**config.mk**
```make
export PLATFORM = sky130hd
export DESIGN_NAME = display_scan_controller
export DESIGN_NICKNAME = d
export VERILOG_FILES = /design/src/rtl/disp_pkg.sv /design/src/rtl/scan_prescaler.sv /design/src/rtl/display_scan_controller.sv
export SDC_FILE = /design/constraint.sdc
export NUM_CORES = 1
export LEC_CHECK = 0
export ABC_AREA = 1
export CAP_MARGIN = 20
export CORE_MARGIN = 3
export CORE_UTILIZATION = 36
export DETAILED_ROUTE_END_ITERATION = 16
export GPL_TIMING_DRIVEN = 0
export HOLD_SLACK_MARGIN = 0.02
export PLACE_DENSITY = 0.63
export SLEW_MARGIN = 10
export SYNTH_ARGS = -nofsm -noshare
export SYNTH_HDL_FRONTEND = slang
export SYNTH_SLANG_ARGS = --single-unit
```
**constraint.sdc**
```tcl
create_clock -name clk -period 3.31 [get_ports clk]
set_input_delay 0.8275 -clock clk [delete_from_list [all_inputs] [get_ports clk]]
set_output_delay 0.8275 -clock clk [all_outputs]
set_load 0.05 [all_outputs]
```
**src/rtl/disp_pkg.sv**
```systemverilog
// disp_pkg: shared types, constants and helpers for the display scan controller.
package disp_pkg;
  localparam int NUM_DIGITS = 4;
  localparam int SEG_W_DEFAULT = 7;
  typedef logic [1:0] digit_idx_t;
  typedef logic [SEG_W_DEFAULT-1:0] seg_t;
  localparam seg_t SEG_BLANK = '0;
  typedef enum logic {ST_IDLE, ST_PENDING} commit_state_t;
  function automatic logic [NUM_DIGITS-1:0] onehot4(input digit_idx_t i);
    return 4'(1) << i;
  endfunction
endpackage

```
**src/rtl/scan_prescaler.sv**
```systemverilog
// scan_prescaler: per-digit dwell counter, digit index and PWM lit window.
module scan_prescaler import disp_pkg::*; #(
  parameter int DIV_WIDTH = 3
) (
  input  logic       clk,
  input  logic       rst,
  input  logic       en,
  input  logic [2:0] bright,
  output logic       tick,
  output digit_idx_t idx,
  output logic       lit
);
  logic [DIV_WIDTH-1:0] r_cnt;
  digit_idx_t           r_idx;

  always_ff @(posedge clk or posedge rst)
    if (rst) begin
      r_cnt <= '0;
      r_idx <= '0;
    end else begin
      r_cnt <= en ? r_cnt + 1'b1 : '0;
      r_idx <= en ? r_idx + digit_idx_t'(tick) : '0;
    end

  // brightness compares against the top three bits, so each step is 1/8 of the dwell
  assign tick = en && (&r_cnt);
  assign lit  = en && (r_cnt[DIV_WIDTH-1 -: 3] <= bright);
  assign idx  = r_idx;
endmodule

```
**src/rtl/display_scan_controller.sv**
```systemverilog
// display_scan_controller: multiplexed 4-digit 7-segment driver with staged,
// frame-aligned pattern commits and PWM brightness.
module display_scan_controller import disp_pkg::*; #(
  parameter int DIV_WIDTH = 3,
  parameter int SEG_W     = 7
) (
  input  logic             clk,
  input  logic             rst,
  input  logic             en,
  input  logic             wr_valid,
  output logic             wr_ready,
  input  logic [1:0]       wr_digit,
  input  logic [SEG_W-1:0] wr_value,
  input  logic             commit,
  output logic             commit_pending,
  input  logic [2:0]       bright,
  output logic             frame_done,
  output logic [3:0]       digit_sel,
  output logic [SEG_W-1:0] seg_out
);
  logic             w_tick, w_lit, w_frame_end, w_apply, w_wr_fire;
  digit_idx_t       w_idx;
  commit_state_t    r_state, w_next;
  logic [SEG_W-1:0] r_stage [NUM_DIGITS];
  logic [SEG_W-1:0] r_active [NUM_DIGITS];
  logic             r_wr_ready, r_frame_done;
  logic [3:0]       r_digit_sel;
  logic [SEG_W-1:0] r_seg;

  scan_prescaler #(.DIV_WIDTH(DIV_WIDTH)) u_pre (
    .clk    (clk),
    .rst    (rst),
    .en     (en),
    .bright (bright),
    .tick   (w_tick),
    .idx    (w_idx),
    .lit    (w_lit)
  );

  assign w_frame_end = w_tick && (w_idx == 2'd3);
  assign w_wr_fire   = wr_valid && r_wr_ready;

  // with the scan stopped there is no frame to tear, so publish right away
  always_comb begin
    w_apply = (r_state == ST_PENDING) && (!en || w_frame_end);
    w_next  = w_apply ? ST_IDLE : (commit ? ST_PENDING : r_state);
  end

  always_ff @(posedge clk or posedge rst)
    if (rst) r_state <= ST_IDLE;
    else     r_state <= w_next;

  always_ff @(posedge clk or posedge rst)
    if (rst) begin
      for (int k = 0; k < NUM_DIGITS; k++) begin
        r_stage[k]  <= '0;
        r_active[k] <= '0;
      end
    end else begin
      if (w_wr_fire) r_stage[wr_digit] <= wr_value;
      if (w_apply) r_active <= r_stage;
    end

  always_ff @(posedge clk or posedge rst)
    if (rst) begin
      r_wr_ready   <= 1'b0;
      r_frame_done <= 1'b0;
      r_digit_sel  <= '0;
      r_seg        <= '0;
    end else begin
      r_wr_ready   <= (w_next == ST_IDLE);
      r_frame_done <= w_frame_end;
      r_digit_sel  <= w_lit ? onehot4(w_idx) : '0;
      r_seg        <= w_lit ? r_active[w_idx] : '0;
    end

  assign wr_ready       = r_wr_ready;
  assign commit_pending = (r_state == ST_PENDING);
  assign frame_done     = r_frame_done;
  assign digit_sel      = r_digit_sel;
  assign seg_out        = r_seg;
endmodule

```
Word level (Yosys, flattened, before mapping)
Cells that the tools add are included.
{ "op_classes": {"eq_ne": 1, "magnitude_cmp": 4, "shift": 1, "add_sub_neg": 2, "bitwise_logic": 3, "reduce_logical": 9, "muxes": 12} }
{ "op_table": {"columns": ["op", "n"], "rows": [
  ["bitwise mux 28 bit", 1],
  ["2-to-1 mux 7 bit", 4],
  ["binary-select mux 7 bit (select 2 bit)", 1],
  ["demux 7 bit (select 2 bit)", 1],
  [">= comparator 3 bit (second input constant)", 2],
  ["logical AND 1 bit", 6],
  ["NOT 2 -> 3 bit", 2],
  ["2-to-1 mux 4 bit", 1],
  ["left shift 1 x 2 -> 4 bit (first input constant)", 1],
  ["adder 3 x 1 -> 3 bit (second input constant)", 1],
  ["<= comparator 3 bit", 1],
  ["< comparator 3 x 1 -> 1 bit (second input constant)", 1],
  ["2-to-1 mux 3 bit", 1],
  ["AND reduction 3 bit", 1],
  ["adder 2 x 1 -> 2 bit", 1],
  ["== test 2 bit (second input constant)", 1],
  ["2-to-1 mux 1 bit", 2],
  ["2-to-1 mux 2 bit", 1],
  ["logical NOT 1 bit", 1],
  ["logical OR 1 bit", 1],
  ["NOT 1 bit", 1]
]} }
{ "totals": {"regBits": 75, "out_inout_bits": 14} }

Longest topological paths before layout
{ "depth": {"word_depth": 7, "depth_mapped": 9, "mapped_depth_nobuf": 8} }

Hierarchy
A second synthesis with hierarchy kept.
{ "hier_totals": {"hier_cells": 347, "hier_area_um2": 3139.3} }
{ "modules_own_cells": {"columns": ["mod", "cells_each", "seq_area_each_um2", "instances", "area_per_inst_um2"], "rows": [
  ["display_scan_controller", 314, 1751.7, 1, 2839.0],
  ["scan_prescaler", 33, 125.1, 1, 300.3]
]} }

Worst setup path before layout
Ideal clock, no wire load.
{ "synth_path": {"kind": "input to register", "start": "input bright[2]", "end": "register r_digit_sel[0] (netlist: digit_sel[0])", "t_arrival_ns": 1.691, "required_time_ns": 3.179, "cell_stages": 8, "slack_ns": 1.488, "setup_ns": 0.131, "path_buffers": 1, "path_cell_list": "inv_1 -> ha_1 -> nand3_1 -> nand2_1 -> nand2_1 -> nand2_1 -> clkbuf_1 -> nor2_1"} }
{ "synth_between": {"elab_chain_cells": 3} }
{ "synth_lines": {"columns": ["item", "line", "text"], "rows": [
  ["start, declared", "display_scan_controller.sv:16", "input logic [2:0] bright,"],
  ["<= comparator 3 bit", "scan_prescaler.sv:27", "assign lit = en && (r_cnt[DIV_WIDTH-1 -: 3] <= bright);"],
  ["logical AND 1 bit", "scan_prescaler.sv:27", null],
  ["2-to-1 mux 4 bit", "display_scan_controller.sv:73", "r_digit_sel <= w_lit ? onehot4(w_idx) : '0;"],
  ["end signal, assigned", "display_scan_controller.sv:73", null],
  ["end, declared", "display_scan_controller.sv:27", "logic [3:0] r_digit_sel;"]
]} }
Every way passes these cells.
A chain may end at the register's enable or synchronous reset.

Worst setup path in the final report
{ "layout_path": {"start": "register r_state (netlist: commit_pending)", "end": "output commit_pending"} }
{ "layout_lines": {"columns": ["item", "line", "text"], "rows": [
  ["start, declared", "display_scan_controller.sv:23", "commit_state_t r_state, w_next;"],
  ["start signal, assigned", "display_scan_controller.sv:51", "else r_state <= w_next;"],
  ["end, declared", "display_scan_controller.sv:15", "output logic commit_pending,"]
]} }
No word-level cell between the ends.

==> metrics.md <==
| Metric | Value |
|---|---|
| Hpwl dp | 4773 um |
| Worst Path Max Fanout | 4 |
| Switching Fraction | 0.2949 |
| Slew @ Worst Pin | 0.5873 ns |
| Synth unique cells | 15 |
| Met2 usage | 0.2262 |
| Die Wd | 99.03 um |
| Worst Path Buf+Inv | 1 |
| Count of final max-slew check failures | 0 |
| Delay-heaviest family, CP | buffers and inverters |
| Core area | 8299 um2 |
| Initial antenna violation count | 0 |
| CP Capture Type | primary output |
| Crit path largest cell delay | 0.82 ns |
| Bufs on Longest Clock Path | 2 |
| Gpl congestion | 0.8157 |
| Dpl ws | 0.7977 ns |
| First-pass GRT wire length | 11180 um |
| Post-synth net total | 379 |
| IO Port Bufs | 30 |
| Vias in the first global route | 2300 |
| Buffer count from post-CTS setup fixing | 0 |
| Relative slew slack | 0.6070 |
| Met1 Resource Use GR | 0.1988 |
| Largest family of logic cells by synthesized area | simple AND/OR/NAND/NOR gates |
| Remaining DRCs | 0 |
| Min-delay worst type | register to register |
| Yosys reg bits | 75 |
| Power Total | 2.457 mW |
| GRT met3 Usage | 0.04105 |
| Int Pwr | 1.732 mW |
| Sequential power share | 0.517 |
| Fin crit period | 2.395 ns |
| Clock Skew | 0.007274 ns |
| Most frequent cells in the layout | nand2_1 (135), dfrtp_1 (75), inv_1 (34) |
| Synth Area per Inst | 8.751 um2 |
| Final Non-Filler Cells | 508 |
| Run status | completed |
| Layout net count | 421 |
| Required @ worst endpoint | 2.48 ns |
| Clock sink count | 75 |
| Post-synth EDFFs | 0 |
| Kind of start point of the critical path | register |
| Switching power | 0.7246 mW |
| # diodes | 0 |
| PwrDens | 650.6 nW/um2 |
| YS warnings | 0 |
| Top_reg_cell synth | dfrtp_1 |
| Dpl cell area | 3570 um2 |
| Die H | 99.03 um |
| Layout cells sized above 1 | 0.06203 |
| Period utilization | 0.7236 |
| Ranking of synthesized cells by area | dfrtp_1 (60%), nand2_1 (16%), nand3_1 (5.3%), o21ai_0 (4.8%), inv_1 (4.2%) |
| Number of primary I/O pins | 31 |
| Post-synthesis sequential area ratio | 0.6024 |
| Post-Synth Simple-Gate Area | 0.2486 |
| GRT Total Usage | 0.1474 |
| Fmax achieved | 417.5 MHz |
| Worst-Skew Late Latency | 0.35 ns |
| Busiest layer in global routing | met2 |
| Mux cell area share after synthesis | 0 |
| Final Hold Viols | 0 |
| Clk pin slew, worst setup/hold paths | 0.07 ns |
| Final instance area | 3776 um2 |
| Initial core utilization | 0.3754 |
| P&R area growth vs syn | 21.20% |
| Layout fillers | 827 |
| Post-route setup slack | 0.9150 ns |
| Mapped cell area | 3115 um2 |
| Overflow after GRT | 0 |
| Crit path DAT | 1.57 ns |
| Cells after Synth | 356 |
| Final setup vio count | 0 |
| Ys async rst share | 1.000 |
| # rows | 33 |
| CP cell instances | clkdlybuf4s50_1 |
| RSZ-0062 raised after global routing | false |
| Comb power frac | 0.188 |
| Placed Cells | 492 |
| Post-synthesis xor/xnor area fraction | 0 |
| Drt wl/cell | 12.67 um |
| Num CTS Buffers | 9 |
| Crit Path Class | register to primary output |
| H-tree depth | 3 |
| PostCTS Resize Cnt | 0 |
| Worst vdd ir | 0.3134 mV |
| DR vias | 2319 |
| Remaining antenna violation count | 0 |
| CTS tree | done |
| Largest net degree at the start of global routing | 45 |
| Leakage power | 1.984 nW |
| Adder-cell share of the synthesized area | 0.02410 |
| Clock group share of total power | 0.294 |
| Crit-path slowest cell | clkdlybuf4s50_1 |
| # hold bufs at CTS | 0 |
| Drt initial violations | 107 |
| Vias per cell | 4.565 |
| Complex-gate fraction of the synthesized area | 0.05422 |
| Post-synth top area share | 0.6024 |
| Clock root buffer | clkbuf_8 |
| DIE AREA | 9806 um2 |
| Synth area leader | dfrtp_1 |
| Max_cap viols | 0 |
| Initial DRT Pass Iterations | 4 |
| WL final | 6435 um |
| Most common cell after layout, fill and taps aside | nand2_1 |
## through the flow
stage,util,hold WS [ns],setup TNS [ns]
2_1_floorplan,-,0.4269,0
3_3_place_gp,0.4274,0.4467,-42.38
3_5_place_dp,0.4301,0.4556,0
4_1_cts,0.4550,0.4659,0
5_1_grt,0.4550,0.4989,0
6_report,0.4550,0.4565,0
## logic make-up (layout without fill, tap and decap cells)
logic type      count (synthesis)  count (layout)
simple gates                  193             193
flops                          75              75
buf+inv                        49              96
compound gates                 33              33
fa+ha+maj                       6               6
## routing by layer
metal,part of all wire,vias up
met4,0.017,0
met1,0.49,1073
li1,-,1194
met3,0.044,9
met2,0.45,43
met5,0,-
## flip-flops by register name, indices dropped and copies added (netlist names)
name,cells
r_stage,28
r_active,28
u_pre.idx,2
u_pre.r_cnt,3
seg_out,7
commit_pending,1
wr_ready,1
frame_done,1
digit_sel,4
## cell usage after synthesis, types with 2 or more instances
cell        n
nand2_1   135
dfrtp_1    75
inv_1      35
nand3_1    33
o21ai_0    30
nor2_1     23
clkbuf_1    7
ha_1        6
buf_6       4
a21oi_1     2
buf_2       2
## path summary, 6_finish.rpt
path	slack [ns]	cells after the start	start	end
setup / recovery	0.92	1	commit_pending	commit_pending
setup reg to reg	1.64	8	u_pre.r_cnt[0]	r_active[16]
hold / removal	0.46	1	u_pre.r_cnt[0]	u_pre.r_cnt[0]
hold reg to reg	0.46	1	u_pre.r_cnt[0]	u_pre.r_cnt[0]
max in group asynchronous	1.92	3	rst	r_stage[12]
min in group asynchronous	0.83	2	rst	digit_sel[2]
## layout make-up
cell class,instances,area [um2],area share
sequential,75,1877,0.4970
multi-input combinational,232,1018,0.2697
timing repair buffer,31,320.3,0.08482
clock buffer,15,176.4,0.04672
inverter,35,133.9,0.03545
tap,105,131.4,0.03479
buffer,14,88.84,0.02353
clock inverter,1,30.03,0.007952
## power groups by stage
stage	clock [mW]	sequential, mW	combinational, mW
after floorplan	0	1.31	0.271
after global placement	0	1.28	0.453
after detailed placement	0	1.29	0.468
after CTS	0.746	1.27	0.470
after global routing	0.789	1.30	0.537
final	0.724	1.27	0.462
No activity file was read; power rests on OpenSTA's default activity.
